<file path="src/rtl/fmul_pow2_seq.sv">
// Sequential x * 2^k for a {sign, exp, mnt} float: one exact doubling per clock, valid/ready I/O.
// Optional FMUL_POW2_FTZ_EN flushes denormal inputs to signed zero on accept.
module fmul_pow2_seq #(
  parameter int unsigned I_EXP  = 8,
  parameter int unsigned I_MNT  = 7,
  parameter int unsigned I_DATA = I_EXP + I_MNT + 1,
  parameter int unsigned K_W    = 5
) (
  input  logic              clk,
  input  logic              rst,
  input  logic              in_valid,
  output logic              in_ready,
  input  logic [I_DATA-1:0] in_data,
  input  logic [K_W-1:0]    in_k,
  output logic              out_valid,
  input  logic              out_ready,
  output logic [I_DATA-1:0] out_data,
  output logic              out_ovf
);

  typedef enum logic [1:0] {StIdle, StShift, StDone} state_e;

  localparam logic [I_EXP-1:0] ExpMax = {I_EXP{1'b1}};
  localparam logic [I_EXP-1:0] ExpOvf = {{(I_EXP-1){1'b1}}, 1'b0};

  state_e              state_q, state_d;
  logic [I_DATA-1:0]   data_q, data_d;
  logic [K_W-1:0]      cnt_q, cnt_d;
  logic                ovf_q, ovf_d;

  logic [I_EXP-1:0]    cur_exp, in_exp, dbl_exp;
  logic [I_MNT-1:0]    cur_mnt, in_mnt, dbl_mnt;
  logic                dbl_ovf;
  logic [I_DATA-1:0]   dbl_data;

  // Zero, infinity and NaN are fixed points of doubling.
  function automatic logic is_special(input logic [I_EXP-1:0] e, input logic [I_MNT-1:0] m);
    return (e == ExpMax) || ((e == '0) && (m == '0));
  endfunction

  assign cur_exp  = data_q[I_DATA-2:I_MNT];
  assign cur_mnt  = data_q[I_MNT-1:0];
  assign in_exp   = in_data[I_DATA-2:I_MNT];
  assign in_mnt   = in_data[I_MNT-1:0];
  assign dbl_data = {data_q[I_DATA-1], dbl_exp, dbl_mnt};

  always_comb begin
    dbl_exp = cur_exp;
    dbl_mnt = cur_mnt;
    dbl_ovf = ovf_q;
    if (cur_exp == ExpMax) begin
      dbl_exp = cur_exp;
    end else if (cur_exp == ExpOvf) begin
      dbl_exp = ExpMax;
      dbl_mnt = '0;
      dbl_ovf = 1'b1;
    end else if (cur_exp != '0) begin
      dbl_exp = cur_exp + 1'b1;
    end else begin
`ifdef FMUL_POW2_FTZ_EN
      // Only zero can reach here with flushing enabled.
      dbl_exp = cur_exp;
`else
      // Mantissa MSB shifts into the exponent when a denormal becomes normal.
      dbl_exp = {{(I_EXP-1){1'b0}}, cur_mnt[I_MNT-1]};
      dbl_mnt = cur_mnt << 1;
`endif
    end
  end

  always_comb begin
    state_d = state_q;
    data_d  = data_q;
    cnt_d   = cnt_q;
    ovf_d   = ovf_q;
    unique case (state_q)
      StIdle: begin
        if (in_valid) begin
          data_d = in_data;
          cnt_d  = in_k;
          ovf_d  = 1'b0;
`ifdef FMUL_POW2_FTZ_EN
          if ((in_exp == '0) && (in_mnt != '0)) begin
            data_d = {in_data[I_DATA-1], {(I_DATA-1){1'b0}}};
            state_d = StDone;
          end else
`endif
          if ((in_k == '0) || is_special(in_exp, in_mnt)) begin
            state_d = StDone;
          end else begin
            state_d = StShift;
          end
        end
      end
      StShift: begin
        data_d = dbl_data;
        ovf_d  = dbl_ovf;
        cnt_d  = cnt_q - 1'b1;
        if ((cnt_q == K_W'(1)) || is_special(dbl_exp, dbl_mnt)) begin
          state_d = StDone;
        end
      end
      StDone: begin
        if (out_ready) begin
          state_d = StIdle;
        end
      end
      default: state_d = StIdle;
    endcase
  end

  always_ff @(posedge clk or posedge rst) begin
    if (rst) begin
      state_q <= StIdle;
      data_q  <= '0;
      cnt_q   <= '0;
      ovf_q   <= 1'b0;
    end else begin
      state_q <= state_d;
      data_q  <= data_d;
      cnt_q   <= cnt_d;
      ovf_q   <= ovf_d;
    end
  end

  assign in_ready  = (state_q == StIdle);
  assign out_valid = (state_q == StDone);
  assign out_data  = data_q;
  assign out_ovf   = ovf_q;

endmodule
</file>
<file path="config.mk">
export PLATFORM = sky130hd
export DESIGN_NAME = fmul_pow2_seq
export DESIGN_NICKNAME = d
export VERILOG_FILES = /design/src/rtl/fmul_pow2_seq.sv
export SDC_FILE = /design/constraint.sdc
export NUM_CORES = 1
export LEC_CHECK = 0
export CELL_PAD_IN_SITES_DETAIL_PLACEMENT = 2
export CELL_PAD_IN_SITES_GLOBAL_PLACEMENT = 2
export CORE_AREA = 2 2 76 78
export CTS_CLUSTER_DIAMETER = 120
export CTS_CLUSTER_SIZE = 10
export DETAILED_ROUTE_END_ITERATION = 6
export DIE_AREA = 0 0 78 80
export DONT_BUFFER_PORTS = 1
export GPL_TIMING_DRIVEN = 0
export PLACE_DENSITY = 0.74
export SLEW_MARGIN = 30
export SYNTH_ARGS = -nofsm -noshare
export SYNTH_HDL_FRONTEND = slang
export SYNTH_SLANG_ARGS = --single-unit
</file>
<file path="constraint.sdc">
create_clock -name clk -period 3.3 [get_ports clk]
set_clock_uncertainty 0.2 [all_clocks]
set_input_delay 0.66 -clock clk [delete_from_list [all_inputs] [get_ports clk]]
set_output_delay 0.66 -clock clk [all_outputs]
set_load 0.05 [all_outputs]
</file>
Word level (Yosys, flattened, before mapping) --
Cells that the tools add are included.
Operators by class: reduce and logical (&&, ||, !) cells 18, mux-type cells 19, bitwise logic cells 1, equality and inequality tests 12, $add $sub $neg 2
Operator list (number):
- $eq A8 B8 Y1 const B | 4
- $pmux W16 S2 | 1
- $mux W8 | 3
- $mux W7 | 3
- $logic_not A8 Y1 | 2
- $mux W16 | 1
- $logic_not A7 Y1 | 2
- $pmux W5 S2 | 1
- $add A8 B1 Y8 const B | 1
- $mux W2 | 4
- $ne A2 B2 Y1 const B | 4
- $reduce_bool A8 Y1 | 1
- $pmux W2 S3 | 1
- $reduce_and A3 Y1 | 2
- $eq A5 B1 Y1 const B | 1
- $logic_not A5 Y1 | 1
- $mux W5 | 1
- $sub A5 B1 Y5 const B | 1
- $logic_or A1 B1 Y1 | 4
- $reduce_and A4 Y1 | 1
- $mux W1 | 3
- $eq A2 B1 Y1 const B | 1
- $eq A2 B2 Y1 const B | 1
- $logic_and A1 B1 Y1 | 2
- other kinds (6) | 6
Word-level totals: logic and storage cells 57, input port bits 25, output and inout bits 19, flip-flop bits (word level) 24

Longest topological paths before layout --
Gate-level depths: netlist (run 1).
depth in word-level cells 10, gate-level depth with buffers 9

Least setup slack after synthesis (run 1) --
Ideal clock, no wire load.
path kind register to register, start register data_q[8] (netlist: out_data[8]), end register state_q[0], required time 2979 ps, clock period less this slack 2704 ps, arrival time 2383 ps, path buffers 2, cell stages (with the launch flop) 9, path slack 596 ps, cells stage by stage dfrtp_1 > ha_1 > buf_2 > nor2_1 > or3_1 > clkbuf_1 > a2111oi_1 > nor3_1 > a22o_1
Between the ends: word-level cells in the longest chain between the ends 10
Ends and longest elaborated chain:
- from (decl) | RTL line 27 | logic [I_DATA-1:0] data_q, data_d;
- from (signal assigned) | RTL line 120 | data_q <= data_d;
- $add A8 B1 Y8 / $reduce_bool A8 Y1 (equally long branches) | RTL line 58, 57
- $mux W8 / $mux W7 (equally long branches) | RTL line 57 | end else if (cur_exp != '0) begin
- $mux W8 / $mux W7 (equally long branches) | RTL line 53 | end else if (cur_exp == ExpOvf) begin
- $mux W8 / $mux W7 (equally long branches) | RTL line 51 | if (cur_exp == ExpMax) begin
- $logic_not A8 Y1 / $logic_not A7 Y1 (equally long branches) | RTL line 38 | return (e == ExpMax) || ((e == '0) && (m == '0));
- $logic_and A1 B1 Y1 | RTL line 38
- $logic_or A1 B1 Y1 * | RTL line 38
- $logic_or A1 B1 Y1 * | RTL line 99 | if ((cnt_q == K_W'(1)) || is_special(dbl_exp, dbl_mnt)) begin
- $ne A2 B2 Y1 (no line) *
- $reduce_and A3 Y1 (no line) *
- to (signal assigned) | RTL line 114 | state_q <= StIdle;
- to (signal assigned) | RTL line 119 | state_q <= state_d;
- to (decl) | RTL line 26 | state_e state_q, state_d;
Every way passes the cells marked *; elsewhere a longest branch is shown, timed or not. A chain may end at the register's enable or synchronous reset.

Worst setup path in the final report (run 1) --
start register data_q[7] (netlist: out_data[7]), end register state_q[0]
Same word-level chain as after synthesis.

==> results.cfg, run 1 <==
[outcome]
status = completed

[global_route]
antenna_found_initial = 0
grtUsageTotal_pct = 24.2
grt_pass1_wl_um = 11600
grt_pass1_vias = 2142
grt_overflow_total = 0
grt_max_degree = 25

[finish]
fillCellCount = 655
final_area_um2 = 2040
area_growth_pct = 7.45
post-route-util_pct = 37.7
n_antenna_cell = 0
final_nets = 277
regArea_um2 = 603
multiInputGateArea_um2 = 1170
drive_gt1_share_pct = 8.57

[power_and_ir_drop]
peakVddDrop_mv = 0.333
clockPowerShare_pct = 7.4
pwr-share-comb_pct = 53.3
powerDensity_nw_per_um2 = 1190
p_int_uw = 960
power_switching_uw = 1460
swShare_pct = 60.3
leakage_uw = 0.000736
p_total_uw = 2420
pwr-share-seq_pct = 39.3

[synthesis]
seq_area_frac_synth_pct = 31.7
netlist_instances = 242
yosys.area.top_type = dfrtp_1
yosysWarningCount = 0
yosys.cell_types.count = 46
synth.top_cell.area_share_pct = 31.7
yosysMostFrequentCell = dfrtp_1
yosys-top-cells-count = dfrtp_1, nand2_1, a21oi_1
synth-seq-cells = 24
synth_edf_count = 0
synth_area_leaders = dfrtp_1, a21oi_1, o21ai_0
syn_nets = 272
syn_area_um2 = 1900
avgSynthCellArea_um2 = 7.84
ys_async_sr_fraction_pct = 100
ys.flop_type = dfrtp_1

[routing]
first_pass_iters = 4
vias = 1968
drc = 0
wl_um = 7330
wl_per_cell_um = 23.1
drt_iter0_markers = 102
avgViaCountPerCell = 6.21
drtAntennaViolNets = 0

[worst_setup_path]
cp_data_arrival_time_ps = 3060
worstPathMaxFanout = 10
reg2reg_from = out_data[7]
end_kind = flop
crit_required_ps = 3270
r2r_cells = 7
critPathKind = flop to flop
r2r_setup_slack_ps = 200
endpoint = state_q[0]
startpoint_type = flop
rr_endpoint = state_q[0]
startpoint = out_data[7]

[die]
start_util_pct = 35.1
fp.dieW_um = 78
core_area_um2 = 5410
die_h_um = 80
ios = 44
die_area_um2 = 6240
rows = 27

[clock_tree]
cts_tree = yes
ctsLongestPathBuffers = 2
clk_pin_slew_worst_paths_ps = 90
h-tree-depth = 1
numCtsBuffers = 3
cts_setup_buffers = 0
worstSkewPairLatency_ps = 270
ctsResizeCount = 0
cts_sinks = 24
hold_buffers = 0
cts_root_buf = clkbuf_8

[place]
dp.final_hpwl_um = 5610
numPortBuffers = 0
place_area_um2 = 1990
gp_congestion = 0.837

[sta]
finalSetupViolCount = 0
hold_viol = 0
fin_tns_setup_ps = 0
slew_viol_final = 0
max_clock_freq_mhz = 323
final.min_clock_period_ps = 3100
grt_setup_unrepaired = no
relSlewSlack_pct = 41.3
fin_crit_sh_pct = 93.9
worst_slew_pin_slew_ps = 878

[worst_hold_path]
hold_class = input pin to asynchronous set/reset pin

[flow_run]
drv_cap = 0
-- flip-flops by register name (all words and copies together), names as in the netlist --
| signal | count |
|---|---|
| cnt_q | 5 |
| out_data | 16 |
| out_ovf | 1 |
| state_q | 2 |
-- logic make-up (layout without fill, tap and decap cells) --
logic type / after synthesis / count (layout) / synth area share (%)
AOI/OAI and AO/OA: 84 / 84 / 28.6
xor gates and xnor gates: 4 / 4 / 1.85
adders and majority gates: 5 / 5 / 3.30
buffers and inverters: 32 / 35 / 7.12
DFF: 24 / 24 / 31.7
muxes: 2 / 2 / 1.12
and+or+nand+nor: 91 / 91 / 26.4
-- stage by stage --
step / hold WS [ps] / instances / setup slack (ps)
2_1_floorplan: 284 / 242 / 596
3_3_place_gp: 321 / 314 / 42.1
3_5_place_dp: 327 / 314 / 28.1
4_1_cts: 125 / 317 / 15.3
5_1_grt: 140 / 317 / 49.6
6_report: 108 / 317 / 202
-- how the worst min path moves through the flow --
| stage | from | to | depth (start not counted) |
|---|---|---|---|
| floorplan | cnt_q[4] | cnt_q[4] | 1 |
| global placement | cnt_q[4] | cnt_q[4] | 1 |
| detailed placement | cnt_q[4] | cnt_q[4] | 1 |
| CTS | rst | state_q[1] | 1 |
| global route | rst | state_q[1] | 1 |
| finish | rst | state_q[1] | 1 |
-- final cells by class --
cell class	instances	area share [%]
inverters	12	2.21
clock buffers	3	2.03
multi-input cells	186	57.3
flip-flops and latches	24	29.6
plain buffers	20	4.42
well taps	72	4.42
-- routing by layer --
| metal | GRT usage (%) | wire length [um] | vias up | share of wire, % |
|---|---|---|---|---|
| met2 | 44.4 | 3760 | 37 | 51 |
| met5 | 0 | 0 | - | 0 |
| met4 | 5.09 | 44 | 0 | 0.60 |
| met3 | 3.28 | 252 | 5 | 3.4 |
| met1 | 30.1 | 3270 | 1007 | 45 |
| li1 | - | - | 919 | - |
-- worst max-delay path: stages, from the launching register on --
cell and delay, ps:
dfrtp_2 570, inv_1 190, ha_1 210, or4b_4 500, nor2_2 410, o21a_1 370, o2111ai_1 240, a22o_1 300
-- power by group through the flow --
stage	Sequential (uW)	Combinational, uW	Clock, uW
floorplan	890	943	0
global placement	953	1240	0
detailed placement	959	1270	0
CTS	950	1280	185
global route	977	1430	197
finish	951	1290	179
-- cell usage in the layout, fill, tap and decap left out, types with 4 or more instances in the layout --
cell type  Yosys  final
nor3b_1        5      5
o22a_1         9      9
nand3_1       10     10
inv_1         12     11
dfrtp_1       24     22
o21a_1         4      4
a21oi_1       19     19
nand4_1        5      5
nor2_1        17     16
nand2_1       20     20
o21ai_0       18     18
nor3_1         6      6
buf_2          6      6
a31oi_1       11     11
nor4_1         7      7
o31ai_1        4      4
clkbuf_1      13     13
ha_1           5      5
o22ai_1        5      5
(Power assumes the default switching activity.)
==> run 2, diff against run 1 <==
==> constraint.sdc (replaced) <==
create_clock -name clk -period 3.3 [get_ports clk]
set_clock_uncertainty 0.2 [all_clocks]
set_input_delay 0 -clock clk [delete_from_list [all_inputs] [get_ports clk]]
set_output_delay 0 -clock clk [all_outputs]
set_load 0.05 [all_outputs]
==> run 2 against run 1 <==
  * Non-clock buffer count is 24 higher
  * Sequential power is 0.4% higher
  * Routed wire length increased by 9.4%
  * First-iteration DRC count fell by 17%
  * Final cell count is 7.6% higher
  * Worst setup slack got worse by 61 ps
  * Global-route usage is 2.3 points higher
  * Clock power increased by 3%
==> results.cfg, run 2 (same netlist as run 1, synthesis figures left out) <==
[routing]
drtAntennaViolNets = 0
wl_um = 8020
first_pass_iters = 4
drt_iter0_markers = 85
wl_per_cell_um = 23.5
drc = 0
vias = 2123
avgViaCountPerCell = 6.23

[sta]
relSlewSlack_pct = 41.5
slew_viol_final = 0
hold_viol = 0
fin_crit_sh_pct = 95.7
finalSetupViolCount = 0
final.min_clock_period_ps = 3160
max_clock_freq_mhz = 317
worst_slew_pin_slew_ps = 874
fin_tns_setup_ps = 0
setup_slack_ps = 141
grt_setup_unrepaired = no

[die]
die_area_um2 = 6240
core_area_um2 = 5410
ios = 44
rows = 27
die_h_um = 80
fp.dieW_um = 78
start_util_pct = 35.1

[place]
dp_cells = 314
pre_cts_slack_ps = 28.1
gp_congestion = 0.837
dp.final_hpwl_um = 5610
numPortBuffers = 0

[finish]
final_cells = 341
area_growth_pct = 20.1
final_nets = 301
n_antenna_cell = 0
fillCellCount = 636
largest_reg_flops = 16
final_common_cell = dlygate4sd3_1
most-common-layout-cells = dlygate4sd3_1, dfrtp_1, nand2_1
drive_gt1_share_pct = 7.81

[power_and_ir_drop]
p_total_uw = 2490
leakage_uw = 0.000838
powerDensity_nw_per_um2 = 1090
peakVddDrop_mv = 0.375

[flow_run]
drv_cap = 0

[worst_setup_path]
startpoint_type = flop
cp_data_arrival_time_ps = 3130
critPathKind = flop to flop
worstPathMaxFanout = 10
end_kind = flop
crit_required_ps = 3270
r2r_cells = 7

[clock_tree]
cts_setup_buffers = 0
h-tree-depth = 1
cts_tree = yes
numCtsBuffers = 3
clk_pin_slew_worst_paths_ps = 90
cts_sinks = 24
worstSkewPairLatency_ps = 270
cts_root_buf = clkbuf_8
ctsLongestPathBuffers = 2

[global_route]
grtUsageTotal_pct = 26.4
grt_max_degree = 25
grt_pass1_vias = 2328
antenna_found_initial = 0
grt_overflow_total = 0
grt_pass1_wl_um = 12700

[outcome]
status = completed

[worst_hold_path]
hold_class = input pin to asynchronous set/reset pin
## run 2: cell types whose count changed in the layout (fill, tap and decap cells not counted)
cell,change
dlygate4sd3_1,+24
## run 2: layer usage
metal	up-vias	global-route usage (%)	wire length, um
met5	-	0	0
met4	0	5.79	74
met3	6	2.71	223
met2	45	50.2	4220
met1	1102	32.1	3500
li1	970	-	-
## run 2: area by class of cell
class | instances | area, um2 | area share [%]
buffer | 20 | 90.1 | 3.95
inverter | 12 | 45.0 | 1.98
timing repair buffer | 24 | 240 | 10.5
clock buffer | 3 | 41.3 | 1.81
multi-input combinational | 186 | 1170 | 51.3
sequential | 24 | 603 | 26.5
tap | 72 | 90.1 | 3.95
## run 2: final timing paths
check,from,endpoint,slack [ps]
worst max-delay path,out_data[7],state_q[0],140
worst min-delay path,rst,state_q[1],40
worst max register to register,out_data[7],state_q[0],140
worst min register to register,cnt_q[4],cnt_q[4],350
max in group asynchronous,rst,out_data[7],2450
min in group clk,in_data[11],state_q[1],50
## run 2: report_power, final
group,switching (uW),internal (uW)
Clock,102,82.0
Combinational,874,474
Sequential,525,430
## run 2: what timing repair did
action                                  in CTS  in global routing
hold buffers                                24                  0
hold endpoints to repair                    47                  0
endpoints found under the setup margin       0                  5
resized for setup                            0                  3
## run 2: through the flow
| step | utilization, % | hold slack, ps | area, um2 |
|---|---|---|---|
| after floorplan | - | -185 | 1900 |
| after global placement | 36.8 | -46.0 | 1990 |
| after detailed placement | 36.8 | -240 | 1990 |
| after CTS | 42.0 | 15.5 | 2270 |
| after global routing | 42.2 | 51.3 | 2280 |
| final | 42.2 | 36.8 | 2280 |
## run 2: worst max-delay path, cell delays in order, from the launching register on
cell       delay (ps)
dfrtp_2           570
inv_1             190
ha_1              210
or4b_4            500
nor2_2            420
o21a_1            380
o2111ai_1         270
a22o_1            310
==> run 3, diff against run 2 <==
- BUFFER_PORTS_ARGS: unset -> -buffer_cell sky130_fd_sc_hd__buf_2
- CORE_AREA: 2 2 76 78 -> 2 2 82 84
- DIE_AREA: 0 0 78 80 -> 0 0 84 86
- DONT_BUFFER_PORTS: 1 -> unset
- PLACE_DENSITY: 0.74 -> 0.75
==> run 3 against run 2 <==
  * Clock-buffer cell count stayed put
  * Total power grew 7.4%
  * Cell area grew 9.1%
  * Sequential power shrank 37%
  * Final cell count rose by 13%
  * Largest cell class unchanged
  * Worst setup slack better by 240 ps
  * First-iteration DRC count shrank 26%
  * Critical endpoint unchanged
  * Highest routed layer unchanged
  * Fmax is 8.4% higher
  * Largest power group unchanged
  * Critical path depth stayed put
  * Sequential share of layout area fell by 2.3 points
  * Global-route usage fell by 2.1 points
  * Routed wire length grew 3.8%
==> results.cfg, run 3 (same netlist as run 1, synthesis figures left out) <==
[clock_tree]
cts_root_buf = clkbuf_8
worstSkewPairLatency_ps = 290
clk_pin_slew_worst_paths_ps = 100
numCtsBuffers = 3
h-tree-depth = 1
ctsLongestPathBuffers = 2
cts_sinks = 24
cts_tree = yes
ctsResizeCount = 0

[finish]
regArea_um2 = 601
drive_gt1_share_pct = 19.4
n_antenna_cell = 0
fillCellCount = 749
largest_reg_flops = 16
most-common-layout-cells = buf_2, dfrtp_1, dlygate4sd3_1
area_growth_pct = 31.0
final_nets = 340
final_common_cell = buf_2
multiInputGateArea_um2 = 1160

[global_route]
grt_pass1_vias = 2461
antenna_found_initial = 0
grt_pass1_wl_um = 13700
grt_max_degree = 25
grt_overflow_total = 0
grtUsageTotal_pct = 24.4

[power_and_ir_drop]
powerDensity_nw_per_um2 = 1070
clockPowerShare_pct = 10.4
p_int_uw = 1140
pwr-share-comb_pct = 67.2
pwr-share-seq_pct = 22.4
power_switching_uw = 1530
peakVddDrop_mv = 0.438
swShare_pct = 57.4
leakage_uw = 0.00100

[sta]
hold_viol = 0
grt_setup_unrepaired = no
fin_tns_setup_ps = 0
max_clock_freq_mhz = 343
relSlewSlack_pct = 53.4
final.min_clock_period_ps = 2920
whs_ps = 3.88
finalSetupViolCount = 0
slew_viol_final = 0
worst_slew_pin_slew_ps = 689
fin_crit_sh_pct = 88.3

[routing]
drt_iter0_markers = 63
avgViaCountPerCell = 5.91
drc = 0
drtAntennaViolNets = 0
first_pass_iters = 5
wl_per_cell_um = 21.6
vias = 2280
wl_um = 8320

[outcome]
status = completed

[worst_setup_path]
end_kind = flop
critical_path.top_delay_family = simple AND/OR/NAND/NOR gates
crit_required_ps = 3290
reg2reg_from = out_data[7]
crit_chain = inv_1 -> ha_1 -> or4b_4 -> nor2_2 -> o21a_1 -> o2111ai_1 -> a22o_1
worstPathMaxFanout = 10
crit_buf_inv = 1
startpoint_type = flop
crit_path_max_incr_delay_ps = 500
r2r_setup_slack_ps = 380
critPathKind = flop to flop
cp_data_arrival_time_ps = 2900
crit_slowest_cell = dfrtp_1
rr_endpoint = state_q[0]
r2r_cells = 7

[die]
start_util_pct = 30.2
fp.dieW_um = 84
die_area_um2 = 7220
ios = 44
core_area_um2 = 6280
die_h_um = 86
rows = 29

[worst_hold_path]
worstHoldStart = in_data[6]
hold_class = input pin to flop
min_path_cells = 4
worstHoldEndpoint = out_data[6]

[place]
dp.final_hpwl_um = 5960
gp_congestion = 0.908
numPortBuffers = 42

[flow_run]
drv_cap = 0
[run 3: area by class of cell]
cell class              instances  share of cell area [%]
plain buffers                  20                    3.63
flip-flops and latches         24                    24.2
repair buffers                 63                    16.9
inverters                      12                    1.81
clock inverters                 1                    1.21
multi-input cells             186                    46.7
clock buffers                   3                    1.66
well taps                      77                    3.88
[run 3: power by group through the flow]
| stage | clock network, uW | registers [uW] | logic (uW) |
|---|---|---|---|
| 2_1_floorplan | 0 | 890 | 943 |
| 3_3_place_gp | 0 | 596 | 1710 |
| 3_5_place_dp | 0 | 601 | 1750 |
| 4_1_cts | 284 | 597 | 1780 |
| 5_1_grt | 294 | 623 | 1960 |
| 6_report | 279 | 598 | 1790 |
[run 3: what timing repair did]
action / 4_1_cts / 5_1_grt
hold buffers: 21 / 0
hold endpoints to repair: 45 / 0
buffers inserted: 0 / 0
[run 3: worst max path at each step]
stage	start	to	slack, ps	depth (start not counted)
floorplan	out_data[8]	state_q[0]	600	8
detailed placement	out_data[7]	state_q[0]	400	7
CTS	out_data[7]	state_q[0]	380	7
finish	out_data[7]	state_q[0]	380	7
global route	out_data[7]	out_data[0]	170	8
global placement	out_data[7]	state_q[0]	410	7
[run 3: stage by stage]
step | power, uW | cells | util [%] | cell area (um2) | setup slack (ps)
after global routing | 2880 | 386 | 39.6 | 2480 | 170
final | 2670 | 386 | 39.6 | 2480 | 385
after global placement | 2300 | 361 | 35.1 | 2200 | 413
after CTS | 2660 | 386 | 39.6 | 2480 | 384
after floorplan | 1830 | 242 | - | 1900 | 596
after detailed placement | 2350 | 361 | 35.1 | 2200 | 395
[run 3: worst min-delay path: stages]
cell	delay [ps]
buf_2	110
nor2_1	80
a32oi_1	70
o22a_1	180
[run 3: per-layer routing]
layer / vias up / track usage [%] / wire length [um]
li1: 1043 / - / -
met1: 1185 / 31.5 / 3760
met2: 43 / 43.6 / 4250
met3: 9 / 2.60 / 190
met4: 0 / 6.01 / 127
met5: - / 0 / 0
